**src/rtl/stream_arbiter_reg_n_inp3.sv**
```systemverilog
// stream_arbiter_reg_n_inp3: merges three valid/ready streams into one
// through a single registered output stage.
// Configuration macro STREAM_ARB_RR_EN: when defined, the arbiter is
// round-robin with a 2-bit priority pointer. When undefined, it uses fixed
// priority (input 0 highest, input 2 lowest) and the pointer does not exist.
module stream_arbiter_reg_n_inp3 #(
  parameter int DATA_WIDTH = 8
) (
  input  logic                    clk_i,
  input  logic                    rst_i,
  input  logic [2:0]              inp_valid_i,
  output logic [2:0]              inp_ready_o,
  input  logic [3*DATA_WIDTH-1:0] inp_data_i,
  output logic                    oup_valid_o,
  input  logic                    oup_ready_i,
  output logic [DATA_WIDTH-1:0]   oup_data_o,
  output logic [1:0]              oup_idx_o
);

  logic                  oup_valid_q, oup_valid_d;
  logic [DATA_WIDTH-1:0] oup_data_q, oup_data_d;
  logic [1:0]            oup_idx_q, oup_idx_d;

  logic [1:0]            grant_idx;
  logic                  grant_any;
  logic [2:0]            grant_oh;
  logic                  slot_free;
  logic                  accept;
  logic [DATA_WIDTH-1:0] grant_data;

`ifdef STREAM_ARB_RR_EN
  logic [1:0] ptr_q, ptr_d;
  logic [1:0] ord0, ord1, ord2;

  // Round-robin search: visit inputs starting at the pointer, first valid wins
  always_comb begin
    ord0 = 2'd0;
    ord1 = 2'd1;
    ord2 = 2'd2;
    case (ptr_q)
      2'd1: begin ord0 = 2'd1; ord1 = 2'd2; ord2 = 2'd0; end
      2'd2: begin ord0 = 2'd2; ord1 = 2'd0; ord2 = 2'd1; end
      default: begin ord0 = 2'd0; ord1 = 2'd1; ord2 = 2'd2; end
    endcase
    if (inp_valid_i[ord0])      grant_idx = ord0;
    else if (inp_valid_i[ord1]) grant_idx = ord1;
    else                        grant_idx = ord2;
  end

  // Pointer moves past the granted input, only when a beat is accepted
  always_comb begin
    ptr_d = ptr_q;
    if (accept) begin
      ptr_d = (grant_idx == 2'd2) ? 2'd0 : grant_idx + 2'd1;
    end
  end

  // Pointer register, cleared to input 0 on reset
  always_ff @(posedge clk_i) begin
    if (rst_i) ptr_q <= 2'd0;
    else       ptr_q <= ptr_d;
  end
`else
  // Fixed priority: lowest-numbered valid input wins
  always_comb begin
    if (inp_valid_i[0])      grant_idx = 2'd0;
    else if (inp_valid_i[1]) grant_idx = 2'd1;
    else                     grant_idx = 2'd2;
  end
`endif

  // Grant, ready fan-out and payload selection; nothing is granted during reset
  always_comb begin
    grant_any  = |inp_valid_i;
    grant_oh   = grant_any ? (3'b001 << grant_idx) : 3'b000;
    slot_free  = ~rst_i & (~oup_valid_q | oup_ready_i);
    inp_ready_o = grant_oh & {3{slot_free}};
    accept     = |(inp_valid_i & inp_ready_o);
    case (grant_idx)
      2'd1:    grant_data = inp_data_i[1*DATA_WIDTH +: DATA_WIDTH];
      2'd2:    grant_data = inp_data_i[2*DATA_WIDTH +: DATA_WIDTH];
      default: grant_data = inp_data_i[0 +: DATA_WIDTH];
    endcase
  end

  // Output register next state: load on accept, drain on output handshake
  always_comb begin
    oup_valid_d = oup_valid_q;
    oup_data_d  = oup_data_q;
    oup_idx_d   = oup_idx_q;
    if (accept) begin
      oup_valid_d = 1'b1;
      oup_data_d  = grant_data;
      oup_idx_d   = grant_idx;
    end else if (oup_ready_i) begin
      oup_valid_d = 1'b0;
    end
  end

  // Output register; reset discards any held beat
  always_ff @(posedge clk_i) begin
    if (rst_i) begin
      oup_valid_q <= 1'b0;
      oup_data_q  <= '0;
      oup_idx_q   <= 2'd0;
    end else begin
      oup_valid_q <= oup_valid_d;
      oup_data_q  <= oup_data_d;
      oup_idx_q   <= oup_idx_d;
    end
  end

  assign oup_valid_o = oup_valid_q;
  assign oup_data_o  = oup_data_q;
  assign oup_idx_o   = oup_idx_q;

endmodule

```
**config.mk**
```make
export PLATFORM = sky130hd
export DESIGN_NAME = stream_arbiter_reg_n_inp3
export DESIGN_NICKNAME = d
export VERILOG_FILES = /design/src/rtl/stream_arbiter_reg_n_inp3.sv
export SDC_FILE = /design/constraint.sdc
export NUM_CORES = 1
export LEC_CHECK = 0
export ABC_AREA = 1
export CORE_MARGIN = 2
export CORE_UTILIZATION = 35
export DETAILED_ROUTE_END_ITERATION = 8
export PLACE_DENSITY = 0.77
export SLEW_MARGIN = 20
export SYNTH_ARGS = -nofsm -noshare
export SYNTH_HDL_FRONTEND = slang
export SYNTH_SLANG_ARGS = --single-unit
```
**constraint.sdc**
```tcl
create_clock -name clk_i -period 1.2 [get_ports clk_i]
set_clock_uncertainty 0.05 [all_clocks]
set_input_delay 0.12 -clock clk_i [delete_from_list [all_inputs] [get_ports clk_i]]
set_output_delay 0.12 -clock clk_i [all_outputs]
set_load 0.005 [all_outputs]
```
==> metrics.txt, run 1 <==
# TYPE chip_impl_metric gauge
chip_impl_info{name="tritoncts",value="done"} 1
chip_impl_metric{name="postSynthNetCount",unit=""} 135
chip_impl_metric{name="routed-via-count",unit=""} 846
chip_impl_metric{name="route.detailed.vias_per_inst",unit=""} 4.50
chip_impl_info{name="outcome",value="finished with violations"} 1
chip_impl_metric{name="pin_count",unit=""} 44
chip_impl_metric{name="cts-hold-fix-buffers",unit=""} 0
chip_impl_metric{name="synth_cell_type_count",unit=""} 14
chip_impl_metric{name="r2r.worst_path.cells",unit=""} 6
chip_impl_metric{name="finalSetupViolations",unit=""} 2
chip_impl_metric{name="post-dp-hpwl",unit="um"} 1540
chip_impl_metric{name="power.clock.fraction",unit=""} 0.243
chip_impl_metric{name="chipWidth",unit="um"} 48.5
chip_impl_info{name="critical-path-top-cell-by-count",value="buf_6"} 1
chip_impl_metric{name="dieArea",unit="sq um"} 2350
chip_impl_metric{name="grt_start_max_net_pins",unit=""} 12
chip_impl_metric{name="p_total",unit="mW"} 1.02
chip_impl_metric{name="critPathMaxFanout",unit=""} 3
chip_impl_metric{name="synth-warning-count",unit=""} 0
chip_impl_metric{name="die_height",unit="um"} 48.5
chip_impl_metric{name="postSynthAreaPerCell",unit="sq um"} 6.60
chip_impl_metric{name="slowest_delay",unit="ps"} 340
chip_impl_info{name="timing.hold.worst.start",value="inp_valid_i[1]"} 1
chip_impl_info{name="leading_cell_types_in_the_layout_fill_and_taps_excluded",value="28 x nand2_1, 25 x clkdlybuf4s50_1, 18 x nand3_1, 15 x dlygate4sd2_1, 12 x nor2_1"} 1
chip_impl_metric{name="total_switching_power",unit="uW"} 289
chip_impl_metric{name="worstSkewPairLatency",unit="ps"} 260
chip_impl_info{name="setup_repair_after_global_routing_missed_its_margin",value="yes"} 1
chip_impl_metric{name="worst_hold_path_cells",unit=""} 5
chip_impl_metric{name="clockBufferDepth",unit=""} 2
chip_impl_metric{name="syn-cell-area",unit="sq um"} 693
chip_impl_metric{name="post_route_cells_drive_above_1_share",unit=""} 0.236
chip_impl_metric{name="combinational_power_share",unit=""} 0.343
chip_impl_metric{name="power.switching_fraction",unit=""} 0.283
chip_impl_info{name="start_kind",value="register"} 1
chip_impl_metric{name="cts_buf_count",unit=""} 3
chip_impl_metric{name="gpl.final_weighted_congestion",unit=""} 0.766
chip_impl_metric{name="synth-seq-area-share",unit=""} 0.318
chip_impl_metric{name="timing.final.ws_setup",unit="ps"} -56.7
chip_impl_metric{name="synthToLayoutAreaGrowth",unit="%"} 78.9
chip_impl_metric{name="power.ir.vdd_worst",unit="mV"} 0.477
chip_impl_metric{name="drc_violations_left",unit=""} 0
chip_impl_metric{name="grt_pass1_vias",unit=""} 741
chip_impl_metric{name="cts.clk_slew.worst_paths",unit="ps"} 70
chip_impl_info{name="violations_in_the_final_reports",value="setup timing"} 1
chip_impl_metric{name="slew_viol_final",unit=""} 0
chip_impl_info{name="timing.hold.worst.class",value="in -> reg"} 1
chip_impl_metric{name="row_count",unit=""} 16
chip_impl_metric{name="dr.pass1.iters",unit=""} 4
chip_impl_metric{name="sequentialPowerShare",unit=""} 0.414
chip_impl_metric{name="final_hold_viol_count",unit=""} 0
chip_impl_metric{name="htree_levels",unit=""} 1
chip_impl_metric{name="arrival",unit="ps"} 1090
chip_impl_metric{name="initial_core_util",unit=""} 0.361
chip_impl_metric{name="pwr_density_cell",unit="nW/um^2"} 826
chip_impl_metric{name="clock.fmax",unit="MHz"} 796
chip_impl_info{name="cp_cell_sequence",value="a21oi_4, buf_6, nand3_4, inv_2, buf_6"} 1
chip_impl_metric{name="port_buffers",unit=""} 43
chip_impl_info{name="layout_commonest_cell",value="nand2_1"} 1
chip_impl_metric{name="initial_antenna_violation_count",unit=""} 0
chip_impl_metric{name="slew-limit-headroom",unit=""} 0.790
chip_impl_metric{name="timing.critical_path.required",unit="ps"} 1030
chip_impl_metric{name="grt_first_pass_wirelength",unit="um"} 2990
chip_impl_info{name="cts_root_buf",value="clkbuf_4"} 1
chip_impl_info{name="critical_path_class",value="reg -> out"} 1
chip_impl_metric{name="min_period_over_period",unit=""} 1.05
chip_impl_metric{name="n_antenna_cell",unit=""} 0
chip_impl_metric{name="postSynthRegisterBits",unit=""} 11
chip_impl_metric{name="timing.reg2reg.setup_slack",unit="ps"} 0
chip_impl_metric{name="power_report.internal_total",unit="uW"} 734
chip_impl_metric{name="drt_iter0_markers",unit=""} 14
chip_impl_metric{name="wirelength",unit="um"} 1830
chip_impl_info{name="hold_end",value="oup_idx_o[0]$_SDFFE_PP0P_"} 1
chip_impl_metric{name="total_leakage_power",unit="nW"} 0.637
chip_impl_metric{name="final_period_minus_worst_setup_slack",unit="ps"} 1260
chip_impl_info{name="worst_path_dominant_cell_family",value="flip-flops"} 1
chip_impl_metric{name="clkSinkCount",unit=""} 11
chip_impl_metric{name="synthesis.instances",unit=""} 105
chip_impl_info{name="critical-path-slowest-cell",value="dfxtp_2"} 1
chip_impl_metric{name="route.detailed.wl_per_inst",unit="um"} 9.72
chip_impl_info{name="r2r_start",value="oup_valid_o$_SDFFE_PP0P_"} 1
chip_impl_metric{name="fin_setup_tns",unit="ps"} -61.5
chip_impl_metric{name="ant_nets",unit=""} 0
chip_impl_metric{name="grtUsageTotal",unit=""} 0.157
chip_impl_metric{name="path_buf_inv",unit=""} 3
chip_impl_metric{name="fin_nets",unit=""} 192
chip_impl_info{name="reg2reg_to",value="oup_data_o[6]$_SDFFE_PP0P_"} 1
chip_impl_info{name="timing.critical_path.to_type",value="primary output"} 1
chip_impl_metric{name="maximum_capacitance_violations",unit=""} 0
chip_impl_metric{name="core_region_area",unit="sq um"} 1920
chip_impl_metric{name="max_slew.worst_pin.slew",unit="ps"} 316
chip_impl_metric{name="total_grt_overflow",unit=""} 0
## cell usage after synthesis
| library cell | number | area (sq um) |
|---|---|---|
| dfxtp_1 | 11 | 220 |
| nor2_8 | 1 | 20.0 |
| inv_2 | 1 | 3.75 |
| nand2_4 | 2 | 22.5 |
| o21ai_0 | 2 | 10.0 |
| a21oi_1 | 5 | 25.0 |
| buf_12 | 1 | 20.0 |
| nor2_2 | 5 | 31.3 |
| inv_1 | 14 | 52.6 |
| a21oi_4 | 1 | 16.3 |
| buf_6 | 2 | 22.5 |
| nand3_1 | 19 | 95.1 |
| nor2_1 | 13 | 48.8 |
| nand2_1 | 28 | 105 |
## layout make-up
cell class,instances,area [sq um]
Multi-Input combinational cell,76,402
Clock buffer,4,26.3
Tap cell,27,33.8
Timing Repair Buffer,55,497
Inverter,15,56.3
Fill cell,180,682
Sequential cell,11,225
## stage by stage
step           hold WS (ps)  worst slack [ps]  cells   util  instance area [sq um]
2_1_floorplan           233               113    105      -                    693
4_1_cts                 311             -73.3    187  0.626                   1200
6_report                316             -56.7    188  0.645                   1240
3_3_place_gp            407              -458    182  0.619                   1190
3_5_place_dp            415              -503    182  0.619                   1190
5_1_grt                 369             -93.7    188  0.645                   1240
## logic make-up (layout without fill, tap and decap cells)
group,after synthesis,count (layout),share of synthesized area
and+or+nand+nor,68,68,0.466
AOI/OAI and AO/OA,8,8,0.0740
DFF,11,11,0.318
buffers and inverters,18,74,0.143
## repair_timing
| item | CTS | global route |
|---|---|---|
| setup buffers | 1 | 1 |
| resized for setup | 35 | 7 |
| pin swaps | 4 | 3 |
| setup endpoints to repair | 24 | 10 |
## flip-flops by register name, indices dropped and copies added, names as in the netlist
| signal | cells |
|---|---|
| oup_valid_o | 1 |
| oup_data_o | 8 |
| oup_idx_o | 2 |
## routing by layer
layer | up-vias | GRT usage | part of all wire
met5 | - | 0 | 0
li1 | 440 | - | -
met3 | 2 | 0.00926 | 0.043
met4 | 0 | 0.0714 | 0.011
met1 | 376 | 0.175 | 0.42
met2 | 28 | 0.303 | 0.52
## power groups by stage
stage / sequential (mW) / combinational (mW) / clock [mW]
2_1_floorplan: 0.435 / 0.148 / 0
3_3_place_gp: 0.431 / 0.360 / 0
3_5_place_dp: 0.432 / 0.366 / 0
4_1_cts: 0.425 / 0.340 / 0.258
5_1_grt: 0.429 / 0.387 / 0.263
6_report: 0.424 / 0.351 / 0.249
## how the worst max path moves through the flow
stage	cells past startpoint	slack, ps	endpoint	from
3_5_place_dp	5	-500	inp_ready_o[2]	inp_valid_i[0]
2_1_floorplan	5	110	oup_data_o[6]$_SDFFE_PP0P_	oup_valid_o$_SDFFE_PP0P_
4_1_cts	5	-70	inp_ready_o[2]	oup_valid_o$_SDFFE_PP0P_
5_1_grt	5	-90	inp_ready_o[2]	oup_valid_o$_SDFFE_PP0P_
3_3_place_gp	5	-460	inp_ready_o[2]	inp_valid_i[0]
6_report	5	-60	inp_ready_o[2]	oup_valid_o$_SDFFE_PP0P_
## worst min-delay path: cells and delay by family
family,cells,cell delay [ps]
AND/OR/NAND/NOR,3,160
buffers and inverters,2,320
(Power assumes the default switching activity.)
==> run 2: changes to the inputs <==
--- a/config.mk
+++ b/config.mk
@@ -6,6 +6,7 @@
 export NUM_CORES = 1
 export LEC_CHECK = 0
 export ABC_AREA = 1
+export CORE_ASPECT_RATIO = 1.1
 export CORE_MARGIN = 2
 export CORE_UTILIZATION = 35
 export DETAILED_ROUTE_END_ITERATION = 8
==> metrics.txt, run 2 (synthesized netlist as in run 1, its figures left out) <==
# TYPE chip_impl_metric gauge
chip_impl_info{name="outcome",value="finished with violations"} 1
chip_impl_info{name="violations_in_the_final_reports",value="setup timing"} 1
chip_impl_metric{name="total_grt_overflow",unit=""} 0
chip_impl_metric{name="hold_ws",unit="ps"} 356
chip_impl_metric{name="wl_met2",unit="um"} 965
chip_impl_info{name="timing.hold.worst.start",value="inp_valid_i[0]"} 1
chip_impl_info{name="r2r_start",value="oup_valid_o$_SDFFE_PP0P_"} 1
chip_impl_metric{name="gpl.final_weighted_congestion",unit=""} 0.668
chip_impl_metric{name="grt_first_pass_wirelength",unit="um"} 3170
chip_impl_metric{name="power.switching_fraction",unit=""} 0.288
chip_impl_metric{name="combinational_power_share",unit=""} 0.350
chip_impl_metric{name="post-dp-hpwl",unit="um"} 1510
chip_impl_metric{name="cts-hold-fix-buffers",unit=""} 0
chip_impl_metric{name="sequentialPowerShare",unit=""} 0.407
chip_impl_info{name="start_kind",value="register"} 1
chip_impl_metric{name="final_period_minus_worst_setup_slack",unit="ps"} 1270
chip_impl_metric{name="route.detailed.vias_per_inst",unit=""} 4.46
chip_impl_info{name="layout_commonest_cell",value="nand2_1"} 1
chip_impl_metric{name="routed-via-count",unit=""} 860
chip_impl_metric{name="post_placement_worst_setup_slack",unit="ps"} -446
chip_impl_metric{name="port_buffers",unit=""} 43
chip_impl_metric{name="total_leakage_power",unit="nW"} 0.663
chip_impl_metric{name="worstSkewPairLatency",unit="ps"} 260
chip_impl_metric{name="fin_nets",unit=""} 197
chip_impl_metric{name="cts_buf_count",unit=""} 3
chip_impl_metric{name="finalSetupViolations",unit=""} 3
chip_impl_metric{name="fillCellCount",unit=""} 141
chip_impl_metric{name="arrival",unit="ps"} 1100
chip_impl_metric{name="largest_register_ff_count",unit=""} 8
chip_impl_metric{name="maximum_capacitance_violations",unit=""} 0
chip_impl_metric{name="wl_met1",unit="um"} 808
chip_impl_metric{name="clock.fmax",unit="MHz"} 790
chip_impl_metric{name="slew_viol_final",unit=""} 0
chip_impl_metric{name="final_hold_viol_count",unit=""} 0
chip_impl_metric{name="ant_nets",unit=""} 0
chip_impl_metric{name="critPathMaxFanout",unit=""} 3
chip_impl_metric{name="total_switching_power",unit="uW"} 301
chip_impl_metric{name="timing.reg2reg.setup_slack",unit="ps"} 0
chip_impl_metric{name="cts.clk_slew.worst_paths",unit="ps"} 70
chip_impl_metric{name="grtUsageTotal",unit=""} 0.184
chip_impl_metric{name="max_slew.worst_pin.slew",unit="ps"} 201
chip_impl_info{name="cts_root_buf",value="clkbuf_4"} 1
chip_impl_metric{name="die_height",unit="um"} 50.7
chip_impl_metric{name="chipWidth",unit="um"} 46.4
chip_impl_metric{name="power.ir.vdd_worst",unit="mV"} 0.533
chip_impl_metric{name="initial_core_util",unit=""} 0.380
chip_impl_metric{name="power.clock.fraction",unit=""} 0.244
chip_impl_metric{name="clockBufferDepth",unit=""} 2
chip_impl_metric{name="post_route_cells_drive_above_1_share",unit=""} 0.241
chip_impl_metric{name="place.detailed.instances",unit=""} 183
chip_impl_metric{name="route.detailed.wl_per_inst",unit="um"} 9.95
chip_impl_metric{name="dr.pass1.iters",unit=""} 5
chip_impl_info{name="leading_cell_types_in_the_layout_fill_and_taps_excluded",value="27 x nand2_1, 25 x clkdlybuf4s50_1, 18 x nand3_1, 15 x dlygate4sd2_1, 14 x buf_4"} 1
chip_impl_metric{name="htree_levels",unit=""} 1
chip_impl_metric{name="multi_input_area",unit="sq um"} 410
chip_impl_metric{name="stdcell_count",unit=""} 193
chip_impl_metric{name="pin_count",unit=""} 44
chip_impl_metric{name="stdcell_area",unit="sq um"} 1270
chip_impl_metric{name="synthToLayoutAreaGrowth",unit="%"} 83.8
chip_impl_metric{name="grt_pass1_vias",unit=""} 808
chip_impl_metric{name="n_antenna_cell",unit=""} 0
chip_impl_metric{name="dieArea",unit="sq um"} 2350
chip_impl_info{name="maxUsedRoutingLayer",value="met4"} 1
chip_impl_metric{name="drc_violations_left",unit=""} 0
chip_impl_metric{name="initial_antenna_violation_count",unit=""} 0
chip_impl_metric{name="timing.final.ws_setup",unit="ps"} -65.4
chip_impl_metric{name="power_report.internal_total",unit="uW"} 743
chip_impl_info{name="setup_repair_after_global_routing_missed_its_margin",value="yes"} 1
chip_impl_metric{name="drt_iter0_markers",unit=""} 9
chip_impl_metric{name="placed_area",unit="sq um"} 1200
chip_impl_metric{name="r2r.worst_path.cells",unit=""} 6
chip_impl_metric{name="grt_start_max_net_pins",unit=""} 10
chip_impl_info{name="timing.critical_path.to_type",value="primary output"} 1
chip_impl_metric{name="pwr_density_cell",unit="nW/um^2"} 820
chip_impl_metric{name="wirelength",unit="um"} 1920
chip_impl_info{name="worstSetupEndpoint",value="inp_ready_o[2]"} 1
chip_impl_metric{name="clkSinkCount",unit=""} 11
chip_impl_metric{name="layout.area.seq",unit="sq um"} 223
chip_impl_metric{name="met3_wirelength",unit="um"} 126
chip_impl_metric{name="slew-limit-headroom",unit=""} 0.866
chip_impl_metric{name="core_region_area",unit="sq um"} 1820
chip_impl_metric{name="min_period_over_period",unit=""} 1.05
chip_impl_metric{name="timing.critical_path.required",unit="ps"} 1030
chip_impl_info{name="reg2reg_to",value="oup_data_o[7]$_SDFFE_PP0P_"} 1
chip_impl_info{name="tritoncts",value="done"} 1
chip_impl_info{name="worst_setup_path_startpoint",value="oup_valid_o$_SDFFE_PP0P_"} 1
chip_impl_metric{name="row_count",unit=""} 16
chip_impl_info{name="critical_path_class",value="reg -> out"} 1
chip_impl_info{name="timing.hold.worst.class",value="in -> reg"} 1
==> run 2: changes by cell type in the layout (fill, tap and decap cells not counted) <==
cell / before / now
nand2_2: 0 / 1
buf_4: 11 / 14
nand3_2: 0 / 1
buf_2: 2 / 3
nand2_4: 1 / 2
nand2_1: 28 / 27
nor2_2: 6 / 4
nor2_1: 12 / 13
nor2_4: 0 / 1
dfxtp_2: 4 / 2
inv_2: 4 / 3
inv_1: 11 / 12
dfxtp_1: 7 / 9
nand3_4: 1 / 0
==> run 2: cell type report <==
type	count	area share
inverter	15	0.0442
timing repair buffer	59	0.412
multi-input combinational	77	0.322
tap	27	0.0265
clock buffer	4	0.0206
sequential	11	0.175
==> run 2: power groups by stage <==
stage / registers [mW] / logic [mW] / clock network (mW)
after floorplan: 0.435 / 0.148 / 0
after global placement: 0.431 / 0.364 / 0
after detailed placement: 0.433 / 0.368 / 0
after CTS: 0.425 / 0.366 / 0.262
after global routing: 0.429 / 0.400 / 0.276
final: 0.425 / 0.365 / 0.254
==> run 2: metrics by stage <==
| stage | total power, mW | util | setup TNS (ps) |
|---|---|---|---|
| 6_report | 1.04 | 0.699 | -68.8 |
| 5_1_grt | 1.11 | 0.699 | -518 |
| 4_1_cts | 1.05 | 0.699 | -59.2 |
| 3_5_place_dp | 0.800 | 0.657 | -4920 |
| 3_3_place_gp | 0.795 | 0.657 | -4640 |
| 2_1_floorplan | 0.583 | - | 0 |
==> run 2: worst min-delay path by stage <==
stage                     slack, ps                         end  cells after the start
after detailed placement        420  oup_data_o[2]$_SDFFE_PP0P_                      2
after global routing            370   oup_idx_o[1]$_SDFFE_PP0P_                      5
after global placement          400  oup_data_o[2]$_SDFFE_PP0P_                      2
final                           360   oup_idx_o[1]$_SDFFE_PP0P_                      5
after CTS                       340   oup_idx_o[1]$_SDFFE_PP0P_                      5
after floorplan                 230   oup_idx_o[1]$_SDFFE_PP0P_                      2
==> run 2: routing by layer <==
metal | vias to the layer above | track usage
met4 | 0 | 0.105
met1 | 370 | 0.204
met2 | 38 | 0.317
li1 | 450 | -
met5 | - | 0
met3 | 2 | 0.0252
==> run 2: repair_timing <==
item / CTS / global route
resized for setup: 39 / 0
setup buffers: 6 / 0
cloned: 1 / 0
endpoints found under the setup margin: 24 / 13
pin swaps: 5 / 0
==> run 2: worst max-delay path, stage by stage, from the launching register on <==
cell     delay [ps]
dfxtp_2         340
a21oi_4         150
buf_6           120
nand3_2          60
inv_1            60
buf_2           100
==> run 3: changes to the inputs <==
--- a/config.mk
+++ b/config.mk
@@ -6,11 +6,12 @@
 export NUM_CORES = 1
 export LEC_CHECK = 0
 export ABC_AREA = 1
+export ABC_CLOCK_PERIOD_IN_PS = 1620
 export CORE_ASPECT_RATIO = 1.1
 export CORE_MARGIN = 2
-export CORE_UTILIZATION = 35
+export CORE_UTILIZATION = 38
 export DETAILED_ROUTE_END_ITERATION = 8
-export PLACE_DENSITY = 0.77
+export PLACE_DENSITY = 0.83
 export SLEW_MARGIN = 20
 export SYNTH_ARGS = -nofsm -noshare
 export SYNTH_HDL_FRONTEND = slang
==> constraint.sdc (replaced) <==
create_clock -name clk_i -period 1.62 [get_ports clk_i]
set_clock_uncertainty 0.05 [all_clocks]
set_input_delay 0.162 -clock clk_i [delete_from_list [all_inputs] [get_ports clk_i]]
set_output_delay 0.162 -clock clk_i [all_outputs]
set_load 0.005 [all_outputs]
==> metrics.txt, run 3 (synthesized netlist as in run 1, its figures left out) <==
# TYPE chip_impl_metric gauge
chip_impl_metric{name="post_route_cells_drive_above_1_share",unit=""} 0.179
chip_impl_metric{name="n_antenna_cell",unit=""} 0
chip_impl_metric{name="total_grt_overflow",unit=""} 0
chip_impl_metric{name="total_leakage_power",unit="nW"} 0.625
chip_impl_metric{name="timing.critical_path.required",unit="ps"} 1410
chip_impl_metric{name="cts.clk_slew.worst_paths",unit="ps"} 70
chip_impl_info{name="reg2reg_to",value="oup_data_o[2]$_SDFFE_PP0P_"} 1
chip_impl_metric{name="dr.pass1.iters",unit=""} 4
chip_impl_metric{name="die_height",unit="um"} 48.8
chip_impl_metric{name="route.detailed.wl_per_inst",unit="um"} 10.1
chip_impl_metric{name="layout.area.seq",unit="sq um"} 220
chip_impl_info{name="leading_cell_types_in_the_layout_fill_and_taps_excluded",value="40 x clkdlybuf4s50_1, 27 x nand2_1, 18 x nand3_1"} 1
chip_impl_metric{name="route.detailed.vias_per_inst",unit=""} 4.64
chip_impl_metric{name="grt_pass1_vias",unit=""} 812
chip_impl_metric{name="synthToLayoutAreaGrowth",unit="%"} 78.2
chip_impl_metric{name="final_hold_viol_count",unit=""} 0
chip_impl_metric{name="worstSkewPairLatency",unit="ps"} 270
chip_impl_metric{name="clockBufferDepth",unit=""} 2
chip_impl_metric{name="port_buffers",unit=""} 43
chip_impl_info{name="outcome",value="finished, final reports clean"} 1
chip_impl_metric{name="fillCellCount",unit=""} 142
chip_impl_metric{name="arrival",unit="ps"} 1350
chip_impl_info{name="timing.critical_path.to_type",value="primary output"} 1
chip_impl_metric{name="fin_nets",unit=""} 193
chip_impl_metric{name="drt_iter0_markers",unit=""} 8
chip_impl_metric{name="multi_input_area",unit="sq um"} 382
chip_impl_metric{name="post_placement_worst_setup_slack",unit="ps"} -109
chip_impl_metric{name="grtUsageTotal",unit=""} 0.181
chip_impl_metric{name="slew-limit-headroom",unit=""} 0.859
chip_impl_metric{name="initial_core_util",unit=""} 0.398
chip_impl_metric{name="post-route-util",unit=""} 0.709
chip_impl_metric{name="clkSinkCount",unit=""} 11
chip_impl_metric{name="chipWidth",unit="um"} 44.7
chip_impl_metric{name="core_region_area",unit="sq um"} 1740
chip_impl_metric{name="r2r.worst_path.cells",unit=""} 6
chip_impl_metric{name="ant_nets",unit=""} 0
chip_impl_metric{name="pwr_density_cell",unit="nW/um^2"} 633
chip_impl_info{name="hold_end",value="oup_idx_o[0]$_SDFFE_PP0P_"} 1
chip_impl_metric{name="routed-via-count",unit=""} 835
chip_impl_metric{name="slew_viol_final",unit=""} 0
chip_impl_info{name="setup_repair_after_global_routing_missed_its_margin",value="no"} 1
chip_impl_metric{name="gpl.final_weighted_congestion",unit=""} 0.771
chip_impl_metric{name="largest_register_ff_count",unit=""} 8
chip_impl_metric{name="timing.final.ws_setup",unit="ps"} 56.7
chip_impl_info{name="r2r_start",value="oup_valid_o$_SDFFE_PP0P_"} 1
chip_impl_metric{name="initial_antenna_violation_count",unit=""} 0
chip_impl_metric{name="post-dp-hpwl",unit="um"} 1550
chip_impl_info{name="timing.hold.worst.start",value="oup_idx_o[0]$_SDFFE_PP0P_"} 1
chip_impl_metric{name="wirelength",unit="um"} 1820
chip_impl_metric{name="max_slew.worst_pin.slew",unit="ps"} 209
chip_impl_metric{name="grt_start_max_net_pins",unit=""} 12
chip_impl_info{name="tritoncts",value="done"} 1
chip_impl_metric{name="min_period_over_period",unit=""} 0.965
chip_impl_metric{name="placed_area",unit="sq um"} 1190
chip_impl_metric{name="clock.fmax",unit="MHz"} 640
chip_impl_metric{name="timing.reg2reg.setup_slack",unit="ps"} 500
chip_impl_metric{name="pin_count",unit=""} 44
chip_impl_info{name="layout_commonest_cell",value="clkdlybuf4s50_1"} 1
chip_impl_metric{name="final_period_minus_worst_setup_slack",unit="ps"} 1560
chip_impl_metric{name="dieArea",unit="sq um"} 2180
chip_impl_metric{name="cts_buf_count",unit=""} 3
chip_impl_metric{name="stdcell_area",unit="sq um"} 1230
chip_impl_metric{name="drc_violations_left",unit=""} 0
chip_impl_info{name="critical_path_class",value="in -> out"} 1
chip_impl_metric{name="maximum_capacitance_violations",unit=""} 0
chip_impl_info{name="start_kind",value="input port"} 1
chip_impl_metric{name="finalSetupViolations",unit=""} 0
chip_impl_metric{name="row_count",unit=""} 16
chip_impl_metric{name="htree_levels",unit=""} 1
chip_impl_metric{name="power.ir.vdd_worst",unit="mV"} 0.453
chip_impl_metric{name="critPathMaxFanout",unit=""} 3
chip_impl_metric{name="worst_hold_path_cells",unit=""} 2
chip_impl_metric{name="grt_first_pass_wirelength",unit="um"} 3020
chip_impl_info{name="timing.hold.worst.class",value="reg -> reg"} 1
chip_impl_info{name="cts_root_buf",value="clkbuf_4"} 1
==> run 3: cell count changes in the layout (fill, tap and decap cells not counted), sizes merged <==
cell,before,now
dlygate4sd2,15,2
dlymetal6s2s,0,1
nand2,31,30
buf,19,13
clkdlybuf4s50,25,40
==> run 3: critical path: stages <==
cell             delay (ps)
clkdlybuf4s50_1         490
inv_2                    50
a21oi_4                 170
buf_4                   130
nand3_2                  60
inv_1                    60
dlygate4sd2_1           230
==> run 3: area by class of cell <==
class	instances	area share
clock buffers	4	0.0213
inverters	15	0.0456
multi-input cells	76	0.309
flip-flops and latches	11	0.178
well taps	18	0.0182
repair buffers	56	0.428
==> run 3: metrics by stage <==
stage / TNS, ps / hold slack [ps] / std cells / power, mW
after CTS: -109 / 424 / 179 / 0.782
final: 0 / 418 / 180 / 0.782
after global routing: 0 / 448 / 180 / 0.825
after floorplan: 0 / 275 / 105 / 0.432
after detailed placement: -293 / 414 / 175 / 0.596
after global placement: -195 / 406 / 175 / 0.589
==> run 3: worst max-delay path by stage <==
stage | start | slack (ps) | cells after the start | end
after detailed placement | inp_valid_i[1] | -110 | 6 | inp_ready_o[2]
final | oup_ready_i | 60 | 7 | inp_ready_o[2]
after global routing | oup_ready_i | 3 | 7 | inp_ready_o[2]
after CTS | oup_ready_i | -110 | 6 | inp_ready_o[1]
after floorplan | oup_valid_o$_SDFFE_PP0P_ | 530 | 5 | oup_data_o[6]$_SDFFE_PP0P_
after global placement | oup_ready_i | -90 | 6 | inp_ready_o[2]
==> run 3: repair_timing <==
item                       4_1_cts  5_1_grt
pin swaps                        0        1
gates resized for setup          3        3
hold buffers                     0        0
setup endpoints to repair        3        1
setup buffers                    0        1
==> run 3: layer usage <==
metal | vias up | wire length [um] | track usage
met2 | 35 | 887 | 0.324
li1 | 440 | - | -
met1 | 356 | 769 | 0.199
met5 | - | 0 | 0
met4 | 0 | 34 | 0.0909
met3 | 4 | 130 | 0.0222
==> run 3: power by group <==
part           switching [mW]  total [mW]  internal, mW
Sequential             0.0141       0.313         0.299
Clock                  0.0945       0.190        0.0955
Combinational           0.109       0.279         0.170
Total                   0.217       0.782         0.564
